--- config.mk ---
export PLATFORM = sky130hd
export DESIGN_NAME = m_ucode_loader
export DESIGN_NICKNAME = d
export VERILOG_FILES = /design/src/rtl/m_ucode_loader.sv
export SDC_FILE = /design/constraint.sdc
export NUM_CORES = 1
export LEC_CHECK = 0
export CAP_MARGIN = 0
export CORE_MARGIN = 2
export CORE_UTILIZATION = 30
export CTS_CLUSTER_DIAMETER = 80
export DETAILED_ROUTE_END_ITERATION = 8
export PLACE_DENSITY_LB_ADDON = 0.2
export SLEW_MARGIN = 0
export SYNTH_ARGS = -nofsm -noshare
export SYNTH_HDL_FRONTEND = slang
export SYNTH_SLANG_ARGS = --single-unit
export TNS_END_PERCENT = 1
--- constraint.sdc ---
create_clock -name clk -period 1.95 [get_ports clk]
set_input_delay 0.195 -clock clk [delete_from_list [all_inputs] [get_ports clk]]
set_output_delay 0.195 -clock clk [all_outputs]
set_load 0.05 [all_outputs]
--- src/rtl/m_ucode_loader.sv ---
// m_ucode_loader: writer side of the midgetv microcode store.
// Packs a byte stream into little-endian 48-bit words and writes them at
// consecutive addresses. The core stays held until a load completes cleanly.
// Optional build macro: M_UCODE_LOADER_CHECKSUM_EN adds a trailing XOR
// checksum byte and the CHECK state. Without it, err is tied to 0.
//
// state   | meaning
// IDLE    | after reset, nothing loaded yet
// COLLECT | accepting the bytes of the current word
// WRITE   | one-cycle write strobe for the assembled word
// CHECK   | accepting the trailing checksum byte (checksum build only)
// DONE    | store loaded, core released
// ERR     | checksum mismatch, core held
module m_ucode_loader #(
   parameter int NWORDS = 256
) (
   input  logic        clk,
   input  logic        rst_n,
   input  logic        start,
   input  logic [7:0]  s_dat,
   input  logic        s_valid,
   output logic        s_ready,
   output logic [7:0]  wr_adr,
   output logic [47:0] wr_dat,
   output logic        wr_en,
   output logic        busy,
   output logic        done,
   output logic        err,
   output logic        hold_cpu
);

   typedef enum logic [2:0] {
      S_IDLE    = 3'd0,
      S_COLLECT = 3'd1,
      S_WRITE   = 3'd2,
`ifdef M_UCODE_LOADER_CHECKSUM_EN
      S_CHECK   = 3'd3,
`endif
      S_DONE    = 3'd4,
      S_ERR     = 3'd5
   } state_t;

   localparam logic [7:0] LAST_ADR = 8'(NWORDS - 1);

   state_t      state_q, state_d;
   logic [7:0]  adr_q;
   logic [2:0]  byte_idx_q;
   logic        xfer;
   logic        restart;

   assign xfer    = s_valid && s_ready;
   assign restart = start && (state_q == S_IDLE || state_q == S_DONE || state_q == S_ERR);

`ifdef M_UCODE_LOADER_CHECKSUM_EN
   logic [7:0] xor_q;

   // Running XOR of every word byte; cleared when a new load begins.
   always_ff @(posedge clk or negedge rst_n) begin
      if (!rst_n) begin
         xor_q <= 8'h00;
      end else if (restart) begin
         xor_q <= 8'h00;
      end else if (state_q == S_COLLECT && xfer) begin
         xor_q <= xor_q ^ s_dat;
      end
   end
`endif

   // State register.
   always_ff @(posedge clk or negedge rst_n) begin
      if (!rst_n) begin
         state_q <= S_IDLE;
      end else begin
         state_q <= state_d;
      end
   end

   // Next-state logic; start is only honoured outside an active load.
   always_comb begin
      state_d = state_q;
      case (state_q)
         S_IDLE, S_DONE, S_ERR: begin
            if (start) state_d = S_COLLECT;
         end
         S_COLLECT: begin
            if (xfer && byte_idx_q == 3'd5) state_d = S_WRITE;
         end
         S_WRITE: begin
            if (adr_q == LAST_ADR) begin
`ifdef M_UCODE_LOADER_CHECKSUM_EN
               state_d = S_CHECK;
`else
               state_d = S_DONE;
`endif
            end else begin
               state_d = S_COLLECT;
            end
         end
`ifdef M_UCODE_LOADER_CHECKSUM_EN
         S_CHECK: begin
            if (xfer) state_d = ((xor_q ^ s_dat) == 8'h00) ? S_DONE : S_ERR;
         end
`endif
         default: state_d = S_IDLE;
      endcase
   end

   // Word assembly and address counter; wr_dat keeps its value outside WRITE.
   always_ff @(posedge clk or negedge rst_n) begin
      if (!rst_n) begin
         adr_q      <= 8'h00;
         byte_idx_q <= 3'd0;
         wr_dat     <= 48'h0;
      end else if (restart) begin
         adr_q      <= 8'h00;
         byte_idx_q <= 3'd0;
      end else begin
         if (state_q == S_COLLECT && xfer) begin
            for (int k = 0; k < 6; k++) begin
               if (byte_idx_q == 3'(k)) wr_dat[8*k +: 8] <= s_dat;
            end
            byte_idx_q <= (byte_idx_q == 3'd5) ? 3'd0 : byte_idx_q + 3'd1;
         end
         if (state_q == S_WRITE) adr_q <= adr_q + 8'd1;
      end
   end

   assign wr_adr   = adr_q;
   assign wr_en    = (state_q == S_WRITE);
   assign done     = (state_q == S_DONE);
   assign hold_cpu = (state_q != S_DONE);
`ifdef M_UCODE_LOADER_CHECKSUM_EN
   assign s_ready  = (state_q == S_COLLECT) || (state_q == S_CHECK);
   assign busy     = (state_q == S_COLLECT) || (state_q == S_WRITE) || (state_q == S_CHECK);
   assign err      = (state_q == S_ERR);
`else
   assign s_ready  = (state_q == S_COLLECT);
   assign busy     = (state_q == S_COLLECT) || (state_q == S_WRITE);
   assign err      = 1'b0;
`endif

endmodule

# Word level (Yosys, flattened, before mapping)
# Cells that the tools add are included.
[totals] ff_bits=62 out_inout_bits=62 wordCells=53
[op_classes] eq_ne=13 muxes=9 add_sub_neg=2 reduce_logical=19 n_bitwise=1
[ops] op="two-way mux 3 bit" count=6
[ops] op="AND reduction 3 bit" count=6
[ops] op="two-way mux 8 bit" count=2
[ops] op="equality test 3 bit (second input constant)" count=4
[ops] op="equality test 3 x 2 -> 1 bit (second input constant)" count=3
[ops] op="case mux 3 bit (3 select lines)" count=1
[ops] op="adder 8 x 1 -> 8 bit (second input constant)" count=1
[ops] op="equality test 8 bit (second input constant)" count=1
[ops] op="equality test 3 x 1 -> 1 bit (second input constant)" count=2
[ops] op="zero test 3 bit" count=2
[ops] op="logical AND 1 bit" count=4
[ops] op="nonzero test 2 bit" count=2
[ops] op="adder 3 x 1 -> 3 bit (second input constant)" count=1
[ops] op="logical OR 1 bit" count=3
[ops] op="!= test 3 bit (second input constant)" count=1
[ops] op="OR reduction 3 bit" count=1
[ops] op="!= test 2 x 1 -> 1 bit (second input constant)" count=1
[ops] op="!= test 2 bit (second input constant)" count=1
[ops] op="AND reduction 2 bit" count=1
[ops] op="inverter 1 bit" count=1

# Depth between registers and ports, before layout
[depth] depth_word=6 depth_mapped=5

# Worst setup path after synthesis
# OpenSTA, ideal clock, no wires.
[synth_timing] path_kind="register to output" start="register state_q[0]" end="output port busy" path_stages_with_launch=5 path_buffers=2 path_slack_ns=0.058 arrival_ns=1.697 path_cell_list="dfrtp_1 or3b_1 buf_2 clkbuf_1 o21ai_0"
[synth_between] elab_chain_cells=2 elab_cells_between_ends=3
[synth_lines] item="start: declaration" line="45" text="state_t state_q, state_d;"
[synth_lines] item="start signal: assignment" line="74" text="state_q <= state_d;"
[synth_lines] item="equality test 3 x 1 -> 1 bit or equality test 3 x 2 -> 1 bit (tied branches)" line="138" text="assign busy = (state_q == S_COLLECT) || (state_q == S_WRITE);"
[synth_lines] item="logical OR 1 bit (*)" line="138"
[synth_lines] item="end: declaration" line="26" text="output logic busy,"
# Mark *: on every way between the ends. The rest lies on a longest branch, timed or not.

# Final worst setup path
[layout_timing] start="register adr_q[4] (netlist: wr_adr[4])" end="output port wr_adr[4]"
[layout_rtl] item="start: declaration" line="46" text="logic [7:0] adr_q;"
[layout_rtl] item="start signal: assignment" line="124" text="if (state_q == S_WRITE) adr_q <= adr_q + 8'd1;"
[layout_rtl] item="end: declaration" line="23" text="output logic [7:0] wr_adr,"
# No word-level cell between the ends.

==> summary.txt <==
Critical path
  – Data required time at the worst endpoint: 1750 ps
  – Critical path capture point type: primary output
  – Family of cells with the greatest summed delay on the critical path: buffers and inverters
  – Chain of cells forming the critical path: clkdlybuf4s50_1
  – Arrival time at the worst endpoint: 1620 ps
  – Crit path kind: register to primary output
  – Slowest-stage cell, CP: sky130_fd_sc_hd__clkdlybuf4s50_1
  – Crit path max fanout: 7
  – Maximum single-stage delay on the critical path: 850 ps
  – Worst Setup Start Kind: register
  – Buffers & Inverters on Critical Path: 1

Synth
  – Synthesized area divided by synthesized cell count: 13.93 µm²
  – YS warnings: 0
  – Share of synthesized area occupied by flip-flops and latches: 60.22%
  – Cell area after synthesis: 0.002576 mm²
  – Count of cell types in the netlist: 34
  – Synthesized netlist cell count: about 190
  – Flip-flop cell with the highest count after synthesis: sky130_fd_sc_hd__dfrtp_1
  – Number of enable flip-flop cells after synthesis: 0
  – Register bit count reported by yosys: slightly above 60
  – Nets in the synthesized netlist: 199
  – Async SR Flop Fraction: 100.0%

Timing
  – Fmax achieved: 551.1 MHz
  – Worst setup skew after layout: 8.254 ps
  – Tightest Pin Transition: 541.1 ps
  – Total Negative Setup Slacks: 0 ps
  – Final count of hold timing violations: 0
  – Max-slew violation total from the final report: 0
  – RSZ-0062 raised after global routing: no
  – Share of the cycle needed by the critical path after routing: 93.05%
  – Max-slew headroom at the worst pin: 63.81%
  – Total of endpoints with negative setup slack in the final report: 0
  – Minimum clock period after layout: 1815 ps

GRT
  – Wire length of the first global-routing pass: 9784 µm
  – Initial antenna violation count: 0
  – Number of global-route vias before repair: 1,800
  – Combined global-route utilization of all metal layers: a little over an eighth
  – Maximum number of pins on one net before global-route repair: 45
  – Total overflow reported by the global router: 0

Clocking
  – Insertion delay to the later sink of the worst-skew pair: between 300 and 400 ps
  – CTS H-tree lvls: 3
  – Clock buffers created by TritonCTS: 9
  – Maximum buffer depth of the clock tree: 2
  – Clk pin slew, worst setup/hold paths: 70 ps
  – Num Clock Sinks: 62
  – Root Buffer Master: sky130_fd_sc_hd__clkbuf_8
  – Number of buffers inserted to repair setup after CTS: 0
  – TritonCTS clock tree: built

Drt
  – Vias/cell: 4.627
  – Number of DRC violations after detailed routing: 0
  – Detailed router's first-iteration violation count: 56
  – Total routed wirelength: 6018 µm
  – Number of detailed-routing iterations run before antenna repair: 4
  – Via count: roughly 1,800
  – Antenna-violating nets left: 0
  – Final routed wire length divided by cell count: 15.71 µm

Hold path
  – Worst hold-check path type: input pin to asynchronous set/reset pin

Placed design
  – Routability Congestion: roughly 0.76
  – Number of buffers added on ports: 72
  – Final HPWL DP: 4197 µm

Die
  – X dimension of the die: 96.67 µm
  – Placeable core region: approximately 0.0083 mm²
  – Number of top-level pins: 74
  – Total die area: 0.009345 mm²
  – Chip height: roughly 97 µm
  – Number of core rows: 33
  – Effective utilization at floorplan: 31.20%

Layout
  – Commonest cells after routing, fill and taps aside: sky130_fd_sc_hd__clkdlybuf4s50_1 (66), sky130_fd_sc_hd__dfrtp_1 (62), sky130_fd_sc_hd__mux2_1 (48), sky130_fd_sc_hd__buf_4 (13), sky130_fd_sc_hd__clkbuf_8 (11)
  – Commonest non-fill, non-tap cell in the layout: sky130_fd_sc_hd__clkdlybuf4s50_1
  – Diode count: 0
  – Layout Area Growth over Synthesis: 43.66%
  – FF/Latch Area: between 0.0015 and 0.002 mm²
  – Area occupied by multi-input gates: 964.7 µm²
  – Share of cells above drive strength 1: 13.67%
  – Nets@finish: 287
  – Number of inserted filler cells in the final layout: 786

Outcome
  – Run status: completed

Flow run
  – Max_cap viols: 0
stage by stage:
step | utilization [%] | std cells | hold WS, ps | worst slack (ps) | instance area [µm²]
after CTS | 44.79 | 383 | 340.2 | 8.595 | 3699
final | 44.82 | 383 | 358.2 | 135.4 | 3701
after floorplan | - | 185 | -100.6 | 57.99 | 2576
after global placement | 42.52 | 366 | 172.8 | 47.60 | 3511
after global routing | 44.82 | 383 | 410.4 | 50.48 | 3701
after detailed placement | 42.52 | 366 | 172.4 | 15.30 | 3511
logic make-up after synthesis:
logic type,synth area share [%]
muxes,21.37
AOI/OAI and AO/OA,5.148
adders and majority gates,0.9712
xor gates and xnor gates,0.3400
and+or+nand+nor,9.373
other,0.1456
DFF,60.22
buffers and inverters,2.428
synthesized netlist by cell type, types with 2 or more instances:
master / instances / area share (%)
sky130_fd_sc_hd__o31ai_1: 4 / 1.2
sky130_fd_sc_hd__nand4_1: 2 / 0.49
sky130_fd_sc_hd__a21oi_1: 6 / 1.2
sky130_fd_sc_hd__nor2_1: 6 / 0.87
sky130_fd_sc_hd__nand2_1: 2 / 0.29
sky130_fd_sc_hd__nand2b_1: 3 / 0.73
sky130_fd_sc_hd__o211ai_1: 2 / 0.58
sky130_fd_sc_hd__inv_1: 5 / 0.73
sky130_fd_sc_hd__nand3_1: 3 / 0.58
sky130_fd_sc_hd__mux2_1: 48 / 21
sky130_fd_sc_hd__and2_1: 2 / 0.49
sky130_fd_sc_hd__ha_1: 2 / 0.97
sky130_fd_sc_hd__or3_1: 4 / 0.97
sky130_fd_sc_hd__buf_2: 5 / 0.97
sky130_fd_sc_hd__o21ai_1: 5 / 0.97
sky130_fd_sc_hd__dfrtp_1: 62 / 60
sky130_fd_sc_hd__clkbuf_1: 2 / 0.29
sky130_fd_sc_hd__or4_1: 6 / 1.7
layer usage:
| layer | global-route usage (%) | vias to the layer above | share of wire, % |
|---|---|---|---|
| met5 | 0 | - | 0 |
| met2 | 20.78 | 35 | 49 |
| li1 | - | 845 | - |
| met4 | 6.176 | 0 | 0.66 |
| met1 | 18.28 | 890 | 48 |
| met3 | 2.746 | 2 | 2.8 |
path summary, 6_finish.rpt:
kind	cells past startpoint	slack [ps]	start	end
setup / recovery	1	140	wr_adr[4]$_DFFE_PN0P_	wr_adr[4]
hold / removal	2	360	rst_n	wr_dat[29]$_DFFE_PN0P_
setup reg to reg	4	200	state_q[1]$_DFFE_PN0P_	wr_dat[2]$_DFFE_PN0P_
hold reg to reg	1	490	wr_dat[40]$_DFFE_PN0P_	wr_dat[40]$_DFFE_PN0P_
max in group asynchronous	3	990	rst_n	wr_dat[42]$_DFFE_PN0P_
min in group clk	1	490	wr_dat[40]$_DFFE_PN0P_	wr_dat[40]$_DFFE_PN0P_
area by class of cell:
class	count	share of cell area [%]
Timing Repair Buffer	85	23.06
Tap cell	105	3.550
Sequential cell	62	41.92
Inverter	6	0.6085
Clock buffer	13	4.293
Multi-Input combinational cell	109	26.06
Clock inverter	3	0.5071
worst register-to-register path: stages, from the launching register on:
cell	delay, ps
sky130_fd_sc_hd__dfrtp_1	450
sky130_fd_sc_hd__nand4bb_4	270
sky130_fd_sc_hd__or4_1	410
sky130_fd_sc_hd__buf_4	200
sky130_fd_sc_hd__mux2_1	320
timing repair:
item                                   CTS  global route
setup endpoints to repair                0             2
gates resized for setup                  0             1
hold buffers                             1             0
endpoints found under the hold margin   18             0
sequential cells by signal, summed over array words and instances, names as in the netlist:
signal      flops
byte_idx_q      3
state_q         3
wr_adr          8
wr_dat         48
Power is not shown: default switching activity piles up to over one toggle a cycle in this logic, so the estimate is an artifact.
